==> src/rtl/seq_scan_ctrl.sv <==
// -----------------------------------------------------------------------------
// seq_scan_ctrl
//
// Serialises a latched word MSB first and runs a PAT_W-bit pattern matcher on
// the resulting bit stream. The matcher is a Moore detector: a match found on a
// bit is reported on y during the following cycle. Matches are counted with a
// saturating counter. In overlapping mode the bits of a match may be reused
// for later matches; in non-overlapping mode the valid-bit count restarts after
// every match.
//
// Ports
//   clk       in   1       clock, all state updates on the rising edge
//   reset     in   1       synchronous active-high reset
//   start     in   1       scan request, honoured only in IDLE
//   word_in   in   WORD_W  word to scan, sampled with an accepted start
//   pattern   in   PAT_W   target pattern, sampled with an accepted start
//   overlap   in   1       1 = overlapping matches, sampled with accepted start
//   din       out  1       serial bit currently presented to the matcher
//   y         out  1       registered match flag
//   busy      out  1       high while shifting
//   done      out  1       one-cycle end-of-scan pulse
//   match_cnt out  CNT_W   matches found in the current or last scan
// -----------------------------------------------------------------------------
module seq_scan_ctrl #(
   parameter int WORD_W = 8,
   parameter int PAT_W  = 4,
   parameter int CNT_W  = 4
) (
   input  logic              clk,
   input  logic              reset,
   input  logic              start,
   input  logic [WORD_W-1:0] word_in,
   input  logic [PAT_W-1:0]  pattern,
   input  logic              overlap,
   output logic              din,
   output logic              y,
   output logic              busy,
   output logic              done,
   output logic [CNT_W-1:0]  match_cnt
);

   localparam int IDX_W = (WORD_W > 2) ? $clog2(WORD_W) : 1;
   localparam int VLD_W = $clog2(PAT_W + 1);

   typedef enum logic [1:0] {
      S_IDLE  = 2'b00,
      S_SHIFT = 2'b01,
      S_DONE  = 2'b10
   } state_t;

   state_t             state_q, state_d;
   logic [WORD_W-1:0]  word_q,  word_d;
   logic [PAT_W-1:0]   pat_q,   pat_d;
   logic               ovl_q,   ovl_d;
   // Only the PAT_W-1 older bits are stored; the incoming bit completes the
   // PAT_W-bit window, so the oldest bit would never be looked at again.
   logic [PAT_W-2:0]   hist_q,  hist_d;
   logic [VLD_W-1:0]   vld_q,   vld_d;
   logic [IDX_W-1:0]   idx_q,   idx_d;
   logic [CNT_W-1:0]   cnt_q,   cnt_d;
   logic               din_q,   din_d;
   logic               y_q,     y_d;
   logic               busy_q,  busy_d;
   logic               done_q,  done_d;

   logic [PAT_W-1:0]   window_s;
   logic [VLD_W-1:0]   vld_inc_s;
   logic               match_s;

   // Matcher datapath: current PAT_W-bit window and match qualification.
   always_comb begin
      window_s  = {hist_q, word_q[WORD_W-1]};
      // Valid-bit count saturates at PAT_W; beyond that it carries no news.
      if (vld_q == VLD_W'(PAT_W)) begin
         vld_inc_s = vld_q;
      end else begin
         vld_inc_s = vld_q + VLD_W'(1);
      end
      match_s = (state_q == S_SHIFT) &&
                (window_s == pat_q) &&
                (vld_inc_s == VLD_W'(PAT_W));
   end

   // Next-state and registered-output logic for the scan FSM.
   always_comb begin
      state_d = state_q;
      word_d  = word_q;
      pat_d   = pat_q;
      ovl_d   = ovl_q;
      hist_d  = hist_q;
      vld_d   = vld_q;
      idx_d   = idx_q;
      cnt_d   = cnt_q;
      din_d   = 1'b0;
      y_d     = 1'b0;
      busy_d  = 1'b0;
      done_d  = 1'b0;

      case (state_q)
         S_IDLE: begin
            if (start) begin
               word_d  = word_in;
               pat_d   = pattern;
               ovl_d   = overlap;
               hist_d  = {(PAT_W-1){1'b0}};
               vld_d   = {VLD_W{1'b0}};
               idx_d   = {IDX_W{1'b0}};
               cnt_d   = {CNT_W{1'b0}};
               din_d   = word_in[WORD_W-1];
               busy_d  = 1'b1;
               state_d = S_SHIFT;
            end else begin
               state_d = S_IDLE;
            end
         end

         S_SHIFT: begin
            word_d = word_q << 1;
            hist_d = window_s[PAT_W-2:0];
            if (match_s) begin
               y_d = 1'b1;
               if (cnt_q != {CNT_W{1'b1}}) begin
                  cnt_d = cnt_q + CNT_W'(1);
               end else begin
                  cnt_d = cnt_q;
               end
               // Non-overlapping: bits of this match may not seed the next one.
               if (ovl_q) begin
                  vld_d = vld_inc_s;
               end else begin
                  vld_d = {VLD_W{1'b0}};
               end
            end else begin
               vld_d = vld_inc_s;
            end

            if (idx_q == IDX_W'(WORD_W - 1)) begin
               done_d  = 1'b1;
               state_d = S_DONE;
            end else begin
               idx_d   = idx_q + IDX_W'(1);
               din_d   = word_q[WORD_W-2];
               busy_d  = 1'b1;
               state_d = S_SHIFT;
            end
         end

         S_DONE: begin
            state_d = S_IDLE;
         end

         default: begin
            state_d = S_IDLE;
         end
      endcase
   end

   // State and output registers with synchronous reset.
   always_ff @(posedge clk) begin
      if (reset) begin
         state_q <= S_IDLE;
         word_q  <= {WORD_W{1'b0}};
         pat_q   <= {PAT_W{1'b0}};
         ovl_q   <= 1'b0;
         hist_q  <= {(PAT_W-1){1'b0}};
         vld_q   <= {VLD_W{1'b0}};
         idx_q   <= {IDX_W{1'b0}};
         cnt_q   <= {CNT_W{1'b0}};
         din_q   <= 1'b0;
         y_q     <= 1'b0;
         busy_q  <= 1'b0;
         done_q  <= 1'b0;
      end else begin
         state_q <= state_d;
         word_q  <= word_d;
         pat_q   <= pat_d;
         ovl_q   <= ovl_d;
         hist_q  <= hist_d;
         vld_q   <= vld_d;
         idx_q   <= idx_d;
         cnt_q   <= cnt_d;
         din_q   <= din_d;
         y_q     <= y_d;
         busy_q  <= busy_d;
         done_q  <= done_d;
      end
   end

   assign din       = din_q;
   assign y         = y_q;
   assign busy      = busy_q;
   assign done      = done_q;
   assign match_cnt = cnt_q;

endmodule

==> config.mk <==
export PLATFORM = sky130hd
export DESIGN_NAME = seq_scan_ctrl
export DESIGN_NICKNAME = d
export VERILOG_FILES = /design/src/rtl/seq_scan_ctrl.sv
export SDC_FILE = /design/constraint.sdc
export NUM_CORES = 1
export LEC_CHECK = 0
export ABC_AREA = 1
export ABC_CLOCK_PERIOD_IN_PS = 1400
export BUFFER_PORTS_ARGS = -buffer_cell sky130_fd_sc_hd__buf_4
export CAP_MARGIN = 10
export CORE_MARGIN = 4
export CORE_UTILIZATION = 44
export CTS_BUF_LIST = sky130_fd_sc_hd__clkbuf_2 sky130_fd_sc_hd__clkbuf_4 sky130_fd_sc_hd__clkbuf_8
export CTS_CLUSTER_SIZE = 8
export DETAILED_ROUTE_END_ITERATION = 7
export GPL_ROUTABILITY_DRIVEN = 0
export HOLD_SLACK_MARGIN = 0.12
export PLACE_DENSITY_LB_ADDON = 0.08
export SLEW_MARGIN = 20
export SYNTH_ARGS = -nofsm -noshare
export SYNTH_HDL_FRONTEND = slang
export SYNTH_SLANG_ARGS = --single-unit
==> constraint.sdc <==
create_clock -name clk -period 1.4 [get_ports clk]
set_input_delay 0.14 -clock clk [delete_from_list [all_inputs] [get_ports clk]]
set_output_delay 0.14 -clock clk [all_outputs]
set_load 0.03 [all_outputs]
# Yosys cells after proc, flatten, opt, wreduce, memory -nomap -nowiden
# Cells that the tools add are included.
dict set report totals {
  regBits 32
  input_bits 16
  output_inout_bits 8
  wordCells 60
}
dict set report op_classes {
  addsub 3
  eq_ne 10
  n_mux 25
  n_bitwise 1
  reduce_logical 9
}
# cell n
set ops {}
lappend ops {{case mux 3 bit (2 select lines)} 3}
lappend ops {{case mux 8 bit (2 select lines)} 1}
lappend ops {{2-to-1 mux 3 bit} 5}
lappend ops {{2-to-1 mux 4 bit} 3}
lappend ops {{equality test 3 bit (second input constant)} 3}
lappend ops {{2-to-1 mux 8 bit} 1}
lappend ops {{case mux 4 bit (2 select lines)} 1}
lappend ops {{2-to-1 mux 1 bit} 7}
lappend ops {{adder 3 x 1 -> 3 bit (second input constant)} 2}
lappend ops {{inequality test 2 bit (second input constant)} 3}
lappend ops {{adder 4 x 1 -> 4 bit (second input constant)} 1}
lappend ops {{equality test 4 bit} 1}
lappend ops {{inequality test 4 bit (second input constant)} 1}
lappend ops {{case mux 1 bit (2 select lines)} 2}
lappend ops {{case mux 2 bit (2 select lines)} 1}
lappend ops {{AND reduction 2 bit} 2}
lappend ops {{AND reduction 4 bit} 1}
lappend ops {{AND reduction 3 bit} 1}
lappend ops {{equality test 2 x 1 -> 1 bit (second input constant)} 1}
lappend ops {{logical AND 1 bit} 2}
lappend ops {{zero test 2 bit} 1}
lappend ops {{2-to-1 mux 2 bit} 1}
lappend ops {{inequality test 2 x 1 -> 1 bit (second input constant)} 1}
lappend ops {{nonzero test 2 bit} 1}
lappend ops {{2 further kinds} 2}

# Depth between registers and ports, before layout
dict set report logic_depth {
  word_depth 6
  depth_mapped 11
  ltp_nobuf 11
}

# Worst setup path before layout
# No wires, ideal clock.
dict set report synth_path {
  path_kind {register -> register}
  startpoint {register vld_q[0]}
  endpoint {register cnt_q[0], in the netlist match_cnt[0]}
  setup_time_ns 0.114
  arrival_time_ns 1.365
  t_required_ns 1.286
  slack_ns -0.078
  stages_incl_launch_ff 11
  n_path_buf 0
  synth_period_minus_slack_ns 1.478
  path_cell_list {dfxtp_1 > inv_1 > ha_1 > nand2_1 > nand2_1 > nand2_1 > nand3_2 > o21ai_4 > nand3_4 > a21oi_1 > nor2_1}
}
dict set report synth_between {
  elab_chain_cells 6
  elab_cells_between_ends 7
  classes_between {add/sub: 1; eq/ne: 3; mux: 1; reduce/logical: 2}
}
# element line_no
set synth_rtl {}
lappend synth_rtl {{start: declaration} 58} ;# logic [VLD_W-1:0] vld_q, vld_d;
lappend synth_rtl {{start signal: assignment} 166} ;# vld_q <= {VLD_W{1'b0}};
lappend synth_rtl {{start signal: assignment} 179} ;# vld_q <= vld_d;
lappend synth_rtl {{adder 3 x 1 -> 3 bit / equality test 3 bit (equally long branches)} {77, 74}}
lappend synth_rtl {{2-to-1 mux 3 bit *} 74} ;# if (vld_q == VLD_W'(PAT_W)) begin
lappend synth_rtl {{equality test 3 bit *} 81} ;# (vld_inc_s == VLD_W'(PAT_W));
lappend synth_rtl {{logical AND 1 bit *} 80} ;# (window_s == pat_q) &&
lappend synth_rtl {{inequality test 2 bit (no line) *} n/a}
lappend synth_rtl {{AND reduction 4 bit (no line) *} n/a}
lappend synth_rtl {{end signal: assignment} 168} ;# cnt_q <= {CNT_W{1'b0}};
lappend synth_rtl {{end signal: assignment} 181} ;# cnt_q <= cnt_d;
lappend synth_rtl {{end: declaration} 60} ;# logic [CNT_W-1:0] cnt_q, cnt_d;
# Mark *: on every way between the ends. The rest lies on a longest branch, timed or not.
# A chain may end at the register's enable or synchronous reset.

# Worst setup path after layout
dict set report layout_path {
  startpoint {register vld_q[0]}
  endpoint {register cnt_q[1], in the netlist match_cnt[1]}
}
# The elaborated chain is that of the path after synthesis.

==> results.ini <==
[timing]
finalSetupViolCount = 4
fin_worst_skew_ns = 0.00976
final_max_slew_viol_count = 0
relSlewSlack_pct = 82.6
hold_violations = 0
period_share_pct = 102
max_freq_mhz = 698
setup_slack_ns = -0.0319
rsz0062_at_grt = true
min_period_ns = 1.43
tightestPinTransition_ns = 0.260

[outcome]
status = complete, but fails checks
violations = negative setup slack

[clock_network]
clockBufferDepth = 2
htreeDepth = 2
cts.clk_slew.worst_paths_ns = 0.10
cts_tree = built
cts_buffers = 5
insertion_delay_ns = 0.33
cts.sinks = 31
root_buffer = clkbuf_4

[synthesis]
postSynthCellCount = 195
syn_nets = 216
ys_ff_latch = 31
yosysWarningCount = 0
ys.flop_type = dfxtp_1
syn_avg_cell_area_um2 = 7.37
synth_edf_count = 0
yosysSeqAreaShare_pct = 43.2
synthDistinctLibCells = 27
async_flop_share_pct = 0
syn-cell-area_um2 = 1440

[place]
dp_slack_ns = -0.0972
dp.cells = 266
dp_hpwl_um = 2230
portBuffers = 23
postPlaceCellArea_um2 = 1730

[flow_run]
cap_violations = 0

[setup_path]
crit_top_cell = nand2_4
startpoint_type = flip-flop
crit_type = reg -> reg
path_delay_family = simple AND/OR/NAND/NOR gates
rr_worst_depth = 11
r2r_slack_ns = -0.03
r2r_start = vld_q[0]
rr_endpoint = match_cnt[1]
critPathRequiredTime_ns = 1.67
slowest_delay_ns = 0.36
crit_fanout = 7
endpoint_kind = flip-flop
worst_ep_arrival_time_ns = 1.70
crit_slowest_cell = dfxtp_2
crit_chain = inv_2 > ha_4 > nand2_4 > nand2_4 > nand2_4 > nand3_4 > o21ai_4 > nand3_4 > nand2_1 > nand2_1 > nor2_1
crit_buf_inv = 1

[finish]
multi_input_area_um2 = 741
final_cell_area_um2 = 1950
n_antenna_cell = 0
n_fill_cell = 298
synthToLayoutAreaGrowth_pct = 35.8
layout.cells.non_filler = 286
seq_area_um2 = 623
drive_gt1_share_pct = 28.1
final_nets = 262

[routing]
vias = 1373
drt-vias-per-instance = 4.80
drc = 0
wl_per_cell_um = 11.3
dr.pass1.iters = 4
postRouteAntennaNets = 0
wirelength_um = 3230
first_iter_violations = 30

[hold_path]
min_from = start
hp-class = in -> reg
holdPathStages = 4
min_to = word_q[6]

[power_and_ir_drop]
powerDensity_nw_per_um2 = 973
p_leak_nw = 0.868
ir_drop_uv = 577

[die]
initial_core_util_pct = 46.7
io_pins = 24
dieWidth_um = 65.1
row_count = 20
coreArea_um2 = 3080
die_height_um = 65.1
fp.dieArea_um2 = 4240

[global_route]
grt_usage_pct = 17.4
grt_overflow_total = 0
grt_pass1_wl_um = 5800
antenna_found_initial = 0
grt_pass1_vias = 1356
grt_max_degree = 19

-- through the flow --
step	hold slack [ns]	TNS (ns)	utilization (%)	total power [mW]
after floorplan	0.282	0	-	1.21
after global placement	0.377	-0.0603	56.2	1.33
after detailed placement	0.378	-0.345	56.2	1.34
after CTS	0.176	-0.164	62.4	1.91
after global routing	0.203	-0.704	63.4	2.03
final	0.191	-0.113	63.4	1.90
-- worst register-to-register path: stages (launching register included) --
cell	delay, ns
dfxtp_2	0.36
inv_2	0.06
ha_4	0.17
nand2_4	0.08
nand2_4	0.06
nand2_4	0.07
nand3_4	0.08
o21ai_4	0.16
nand3_4	0.14
nand2_1	0.09
nand2_1	0.05
nor2_1	0.08
-- flip-flops by register name, indices dropped and copies added (netlist names) --
name	flops
din	1
done	1
hist_q	3
idx_q	3
match_cnt	4
ovl_q	1
pat_q	4
state_q	2
vld_q	3
word_q	8
y	1
-- layout make-up --
| cell class | count | share of cell area [%] |
|---|---|---|
| clock buffers | 7 | 2.69 |
| clock inverters | 1 | 0.257 |
| inverters | 27 | 5.20 |
| multi-input cells | 131 | 38.0 |
| flip-flops and latches | 31 | 31.9 |
| well taps | 44 | 2.82 |
| repair buffers | 45 | 19.1 |
-- cells in the final DEF (no fill, tap or decap), types with 3 or more instances in the layout --
master,instances
nand2_1,40
buf_4,35
dfxtp_1,29
inv_1,23
nor2_1,23
a21oi_1,20
o21ai_0,9
dlygate4sd3_1,9
clkbuf_4,7
inv_2,4
nand2_2,4
nand2_4,4
ha_1,4
o21ai_1,3
nand4_1,3
o32ai_1,3
-- cell families (layout without fill, tap and decap cells) --
logic type | after synthesis | in the layout | share of synthesized area, %
and+or+nand+nor | 84 | 84 | 26.0
buffers and inverters | 33 | 80 | 9.41
xor gates and xnor gates | 1 | 1 | 0.610
AOI/OAI and AO/OA | 41 | 41 | 16.4
DFF | 31 | 31 | 43.2
adders and majority gates | 5 | 5 | 4.36
-- synth_stat cells (2+ instances only) --
cell	number	area [um2]
nand2_1	44	165
dfxtp_1	31	621
inv_1	25	93.8
nor2_1	24	90.1
a21oi_1	22	110
o21ai_0	9	45.0
ha_1	5	62.6
buf_2	3	15.0
nand2_2	3	18.8
nand3_1	3	15.0
nand4_1	3	18.8
o21ai_1	3	15.0
o32ai_1	3	26.3
clkbuf_1	2	7.51
inv_2	2	7.51
nand3_2	2	20.0
-- per-layer routing --
layer  GRT usage, %  up-vias  wire length, um
li1               -      720                -
met1           21.0      628             1430
met2           29.6       20             1620
met3           3.59        5              123
met4           7.77        0               49
met5              0        -                0
-- worst max path at each step --
stage,start,to,slack (ns),cells after the start
3_3_place_gp,vld_q[0],match_cnt[2],-0.02,10
6_report,vld_q[0],match_cnt[1],-0.03,11
3_5_place_dp,vld_q[0],match_cnt[1],-0.1,11
4_1_cts,vld_q[0],match_cnt[2],-0.05,10
5_1_grt,vld_q[0],match_cnt[2],-0.17,10
2_1_floorplan,vld_q[0],match_cnt[2],0.01,10
-- timing repair --
| item | in CTS | in global routing |
|---|---|---|
| resized for setup | 9 | 5 |
| hold buffers | 9 | 0 |
| pin swaps | 11 | 8 |
| endpoints found under the setup margin | 5 | 5 |
| endpoints found under the hold margin | 12 | 0 |
| buffers inserted | 2 | 1 |
| gates cloned | 0 | 0 |
-- power breakdown --
| group | internal (mW) | switching, mW |
|---|---|---|
| Sequential | 0.934 | 0.0340 |
| Combinational | 0.179 | 0.220 |
| Clock | 0.234 | 0.296 |
| Total | 1.35 | 0.550 |
No activity file was read; power rests on OpenSTA's default activity.
